[config.mk]
export PLATFORM = sky130hd
export DESIGN_NAME = store_buffer
export DESIGN_NICKNAME = d
export VERILOG_FILES = /design/src/rtl/sb_pkg.sv /design/src/rtl/sb_fwd_match.sv /design/src/rtl/store_buffer.sv
export SDC_FILE = /design/constraint.sdc
export NUM_CORES = 1
export LEC_CHECK = 0
export CAP_MARGIN = 20
export CORE_ASPECT_RATIO = 0.6
export CORE_UTILIZATION = 40
export DETAILED_ROUTE_END_ITERATION = 8
export PLACE_DENSITY_LB_ADDON = 0.15
export SYNTH_ARGS = -nofsm -noshare
export SYNTH_HDL_FRONTEND = slang
export SYNTH_HIERARCHICAL = 1
export SYNTH_SLANG_ARGS = --single-unit
[constraint.sdc]
create_clock -name clk -period 4.45 [get_ports clk]
set_input_delay 0.445 -clock clk [delete_from_list [all_inputs] [get_ports clk]]
set_output_delay 0.445 -clock clk [all_outputs]
set_load 0.01 [all_outputs]
[src/rtl/sb_pkg.sv]
// Shared types and sizing for the posted-write store buffer.
// Entry widths are fixed here; store_buffer's DEPTH/AW/DW default to these.
package sb_pkg;

   localparam int SB_DEPTH = 4;
   localparam int SB_AW    = 32;
   localparam int SB_DW    = 32;

   localparam int PTR_W = $clog2(SB_DEPTH);
   localparam int CNT_W = PTR_W + 1;

   // One buffered store: word address (byte offset dropped) and data.
   typedef struct packed {
      logic [SB_AW-3:0] addr;
      logic [SB_DW-1:0] data;
   } sb_entry_t;

endpackage

[src/rtl/sb_fwd_match.sv]
// Youngest-match selector for load forwarding.
// Age 0 is the entry at tail-1 (most recent store); age DEPTH-1 is the oldest slot.
module sb_fwd_match
   import sb_pkg::*;
(
   input  sb_entry_t            entries [SB_DEPTH],
   input  logic [SB_DEPTH-1:0]  valid,
   input  logic [PTR_W-1:0]     tail,
   input  logic [SB_AW-3:0]     addr,
   output logic                 hit,
   output logic [SB_DW-1:0]     data
);

   logic [PTR_W-1:0]    age_idx [SB_DEPTH];
   logic [SB_DEPTH-1:0] age_match;

   // Map each age to its slot and flag valid entries with a matching word address.
   generate
      for (genvar gi = 0; gi < SB_DEPTH; gi++) begin : g_age
         assign age_idx[gi]   = tail - PTR_W'(gi + 1);
         assign age_match[gi] = valid[age_idx[gi]] && (entries[age_idx[gi]].addr == addr);
      end
   endgenerate

   // Walk from oldest to youngest so the youngest match is the one that sticks.
   always_comb begin
      hit  = 1'b0;
      data = '0;
      for (int k = SB_DEPTH - 1; k >= 0; k--) begin
         if (age_match[k]) begin
            hit  = 1'b1;
            data = entries[age_idx[k]].data;
         end
      end
   end

endmodule

[src/rtl/store_buffer.sv]
// Posted-write store buffer between the core's data port and a slow,
// handshaked data memory. Stores retire into a circular FIFO and drain in
// order; loads forward from the youngest buffered store to the same word.
// Optional: define STORE_COALESCE_EN to merge a store into the youngest
// entry when it targets the same word (and that entry is not the head
// currently being offered to memory).
module store_buffer
   import sb_pkg::*;
#(
   parameter int DEPTH = SB_DEPTH,
   parameter int AW    = SB_AW,
   parameter int DW    = SB_DW
)
(
   input  logic          clk,
   input  logic          reset,
   input  logic          memwrite,
   input  logic          memread,
   input  logic [AW-1:0] dataadr,
   input  logic [DW-1:0] writedata,
   output logic [DW-1:0] readdata,
   output logic          stall,
   output logic          mem_we,
   output logic [AW-1:0] mem_addr,
   output logic [DW-1:0] mem_wdata,
   input  logic          mem_ready,
   output logic [AW-1:0] mem_raddr,
   input  logic [DW-1:0] mem_rdata,
   output logic          empty
);

   sb_entry_t            entries_reg [SB_DEPTH];
   logic [SB_DEPTH-1:0]  valid_reg;
   logic [PTR_W-1:0]     head_reg;
   logic [PTR_W-1:0]     tail_reg;
   logic [CNT_W-1:0]     count_reg;

   logic [PTR_W-1:0]     youngest_idx;
   logic                 full;
   logic                 coalesce_hit;
   logic                 alloc;
   logic                 pop;
   logic                 fwd_hit;
   logic [DW-1:0]        fwd_data;
   logic                 unused_bits;

   assign youngest_idx = tail_reg - PTR_W'(1);
   assign full         = (count_reg == CNT_W'(DEPTH));
   assign empty        = (count_reg == '0);
   assign mem_we       = !empty;
   assign mem_addr     = {entries_reg[head_reg].addr, 2'b00};
   assign mem_wdata    = entries_reg[head_reg].data;
   assign mem_raddr    = dataadr;

`ifdef STORE_COALESCE_EN
   // Merge into the youngest entry unless it is the head being offered to memory.
   assign coalesce_hit = memwrite && valid_reg[youngest_idx]
                         && (entries_reg[youngest_idx].addr == dataadr[AW-1:2])
                         && !((youngest_idx == head_reg) && mem_we);
`else
   assign coalesce_hit = 1'b0;
`endif

   // Stall depends only on registered occupancy, never on mem_ready.
   assign stall = memwrite && full && !coalesce_hit;
   assign alloc = memwrite && !stall && !coalesce_hit;
   assign pop   = mem_we && mem_ready;

   // Loads are not qualified by memread; the byte offset is not used for matching.
   assign unused_bits = ^{memread, dataadr[1:0]};

   // Pointers, occupancy and per-slot valid bits.
   always_ff @(posedge clk) begin
      if (reset) begin
         head_reg  <= '0;
         tail_reg  <= '0;
         count_reg <= '0;
         valid_reg <= '0;
      end else begin
         if (pop) begin
            head_reg            <= head_reg + PTR_W'(1);
            valid_reg[head_reg] <= 1'b0;
         end
         if (alloc) begin
            tail_reg            <= tail_reg + PTR_W'(1);
            valid_reg[tail_reg] <= 1'b1;
         end
         count_reg <= count_reg + CNT_W'(alloc) - CNT_W'(pop);
      end
   end

   // Entry storage; contents are don't-care after reset so no reset term.
   always_ff @(posedge clk) begin
      if (alloc) begin
         entries_reg[tail_reg] <= '{addr: dataadr[AW-1:2], data: writedata};
      end else if (coalesce_hit) begin
         entries_reg[youngest_idx].data <= writedata;
      end
   end

   sb_fwd_match u_fwd (
      .entries (entries_reg),
      .valid   (valid_reg),
      .tail    (tail_reg),
      .addr    (dataadr[AW-1:2]),
      .hit     (fwd_hit),
      .data    (fwd_data)
   );

   // Forwarded data beats the memory read port.
   always_comb begin
      readdata = fwd_hit ? fwd_data : mem_rdata;
   end

endmodule

==> out/metrics.yaml <==
status:
  outcome: "finished with violations"
  violations: "setup timing"
critical_path:
  cp.required_ns: 4.01
  start_kind: "register"
  rr_worst_depth: 9
  critPathArrivalTime_ns: 4.39
  reg2reg_to: "entries_reg[67]"
  timing.rr.start: "tail_reg[0]"
  ff2ff_setup_slack_ns: 1.78
  path_max_fanout: 8
  endpoint_kind: "output pin"
  crit_type: "register to output pin"
detailed_routing:
  drc: 0
  routedWlPerCell_um: 25.64
  vias_per_cell: 5.960
  antenna_left: 0
  dr.pass1.iters: 6
  route.vias.total: 14840
  drtIter0Drc: 1519
  drt-total-wl_um: 63830
timing:
  hold_violations: 0
  period_share_pct: 108.7
  setup_viol: 32
  grt_setup_unrepaired: "yes"
  tightestPinTransition_ns: 0.9989
  finalMaxSlewViolations: 0
  layout_setup_ws_ns: -0.3883
  skew_ns: 0.01458
  period_needed_ns: 4.838
  timing.fmax_mhz: 206.7
  slew_headroom_pct: 33.40
global_routing:
  gr-usage-all-layers_pct: 26.95
  grt_antenna_before_repair: 1
  grt_pass1_vias: 14430
  grt_util_met1_pct: 42.63
  use_met2_pct: 37.74
  top_usage_layer: "met1"
  grt_util_met3_pct: 4.798
  grt_max_degree: 82
  grt_first_pass_wirelength_um: 94100
  grt-ovfl-total: 0
pwr:
  p_seq_share_pct: 30.0
  p_per_area_mw_per_mm2: 444.6
  irDropWorstVdd_mv: 0.3870
  cell_internal_pwr_mw: 7.032
  swShare_pct: 35.82
  p_comb_share_pct: 48.1
  switching_power_mw: 3.925
  power_leakage_nw: 8.685
  finalPower_mw: 10.96
  clkPwrFrac_pct: 21.9
cells_and_area:
  largest_register_ffs: 248
  fillCellCount: 3662
  seq_area_sq_mm: 0.007682
  area_growth_pct: 36.26
  fin_nets: 1999
  final_common_cell: "edfxtp_1"
  layout_common_cells: "248 x edfxtp_1, 245 x buf_4, 230 x mux2i_1"
  layout-drive-gt1-share_pct: 33.00
  fin_area_sq_mm: 0.02465
  multiInputGateArea_sq_mm: 0.009982
synthesis:
  avgSynthCellArea_sq_um: 12.14
  synth_edf_count: 248
  ys_seq_area_share_pct: 42.39
  ys_ff_latch: 259
  synth.distinct_cells: 71
  netlist_instances: 1490
  synth-warning-count: 6
  synth_ff_type: "edfxtp_1"
  ys_async_sr_fraction_pct: 0
  synth_area_sq_mm: 0.01809
die:
  die-area_sq_mm: 0.04610
  start_util_pct: 41.18
  row_count: 59
  floorplan.die.width_um: 276.5
  pin_count: 232
  coreArea_sq_mm: 0.04392
  die_y_um: 166.7
min_path:
  hold_path.class: "input pin to register"
  hold_end: "entries_reg[75]"
  worstHoldStart: "writedata[13]"
  hold_depth: 1
cts:
  root_buffer: "clkbuf_16"
  cts_tree: "done"
  htreeDepth: 1
  clock-sinks: 259
  path_clk_slew_ns: 0.07
  insertion_delay_ns: 0.57
  cts_buffer_depth: 3
  cts_inserted_buffers: 28
  holdBufCountCts: 0
placement:
  dpl-instance-area_sq_mm: 0.02234
  port_buffers: 224
  hpwl_um: 44650
  gp_congestion: 0.9702
job:
  drv_cap: 0
-- repair_timing --
action / CTS / global route
gates resized for setup: 282 / 76
buffers inserted: 34 / 10
pin swaps: 51 / 39
gates cloned: 6 / 1
setup endpoints to repair: 32 / 32
-- worst max-delay path: stages (launching register included) --
cell       delay, ns
dfxtp_4         0.37
buf_12          0.17
buf_12          0.15
buf_4           0.13
mux2_2          0.34
buf_4           0.14
a21oi_1         0.32
o221ai_2        0.20
a2111oi_4       0.38
and2_4          0.27
buf_6           0.12
buf_6           0.09
o21bai_4        0.10
buf_6           0.16
a2111o_1        0.36
a31oi_2         0.22
mux2_4          0.19
buf_6           0.09
-- final cells by class --
class	count	share of cell area, %
antenna	1	0.01015
multi-input combinational	1036	40.50
sequential	259	31.17
inverter	28	0.4772
timing repair buffer	534	21.09
tap	579	2.939
clock buffer	40	3.366
clock inverter	12	0.4417
-- through the flow --
| stage | setup WS (ns) | hold slack (ns) | std cells | utilization (%) | setup TNS [ns] |
|---|---|---|---|---|---|
| finish | -0.3883 | 0.5177 | 2489 | 56.11 | -9.971 |
| floorplan | 0.4200 | 0.4716 | 1491 | - | 0 |
| CTS | -0.4466 | 0.4936 | 2480 | 55.24 | -10.90 |
| global route | -0.4717 | 0.5087 | 2488 | 56.11 | -12.13 |
| global placement | -0.4587 | 0.5423 | 2389 | 50.86 | -13.15 |
| detailed placement | -0.4444 | 0.5632 | 2389 | 50.86 | -12.41 |
-- routing by layer --
layer | wire, um | share of wire, %
met5 | 0 | 0
met4 | 1416 | 2.2
met3 | 5191 | 8.1
met2 | 26060 | 41
met1 | 31160 | 49
-- power by group through the flow --
stage	clock network [mW]	logic, mW	registers [mW]
final	2.40	5.27	3.29
after global routing	2.53	5.54	3.32
after CTS	2.44	5.10	3.28
after detailed placement	0	4.85	3.35
after global placement	0	4.81	3.33
after floorplan	0	2.85	3.18
-- worst max-delay path by stage --
stage | start | cells after the start | slack (ns) | endpoint
2_1_floorplan | tail_reg[1] | 16 | 0.42 | readdata[20]
3_3_place_gp | dataadr[29] | 13 | -0.46 | readdata[31]
3_5_place_dp | dataadr[29] | 13 | -0.44 | readdata[31]
4_1_cts | tail_reg[0] | 16 | -0.45 | readdata[10]
5_1_grt | tail_reg[0] | 19 | -0.47 | readdata[26]
6_report | tail_reg[1] | 17 | -0.39 | readdata[20]
-- cells in the mapped netlist (all sizes together), types with 16 or more instances --
library cell / number / area share, %
o31ai: 16 / 0.74
nand2: 117 / 2.4
mux2: 55 / 3.4
nor2: 44 / 0.91
a2111o: 16 / 1.0
inv: 27 / 0.56
and3: 30 / 1.0
mux4: 93 / 12
xor2: 21 / 1.0
o31a: 17 / 0.82
a211oi: 21 / 0.87
nand3: 30 / 0.83
xnor2: 82 / 4.0
buf: 115 / 4.2
o21ai: 39 / 1.1
a21oi: 34 / 0.96
a31oi: 16 / 0.55
clkbuf: 53 / 1.1
edfxtp: 248 / 41
mux2i: 244 / 14
nand4: 29 / 1.0
nor3b: 16 / 0.66
-- cell families (layout without fill, tap and decap cells) --
kind of cell / Yosys count / after routing / synth area share [%]
AOI/OAI and AO/OA: 221 / 221 / 8.903
DFF: 259 / 259 / 42.39
xor gates and xnor gates: 103 / 103 / 4.988
other: 1 / 3 / 0.02073
adders and majority gates: 11 / 11 / 0.8024
buffers and inverters: 196 / 614 / 5.901
muxes: 392 / 392 / 28.60
and+or+nand+nor: 307 / 307 / 8.398
(Power assumes the default switching activity.)
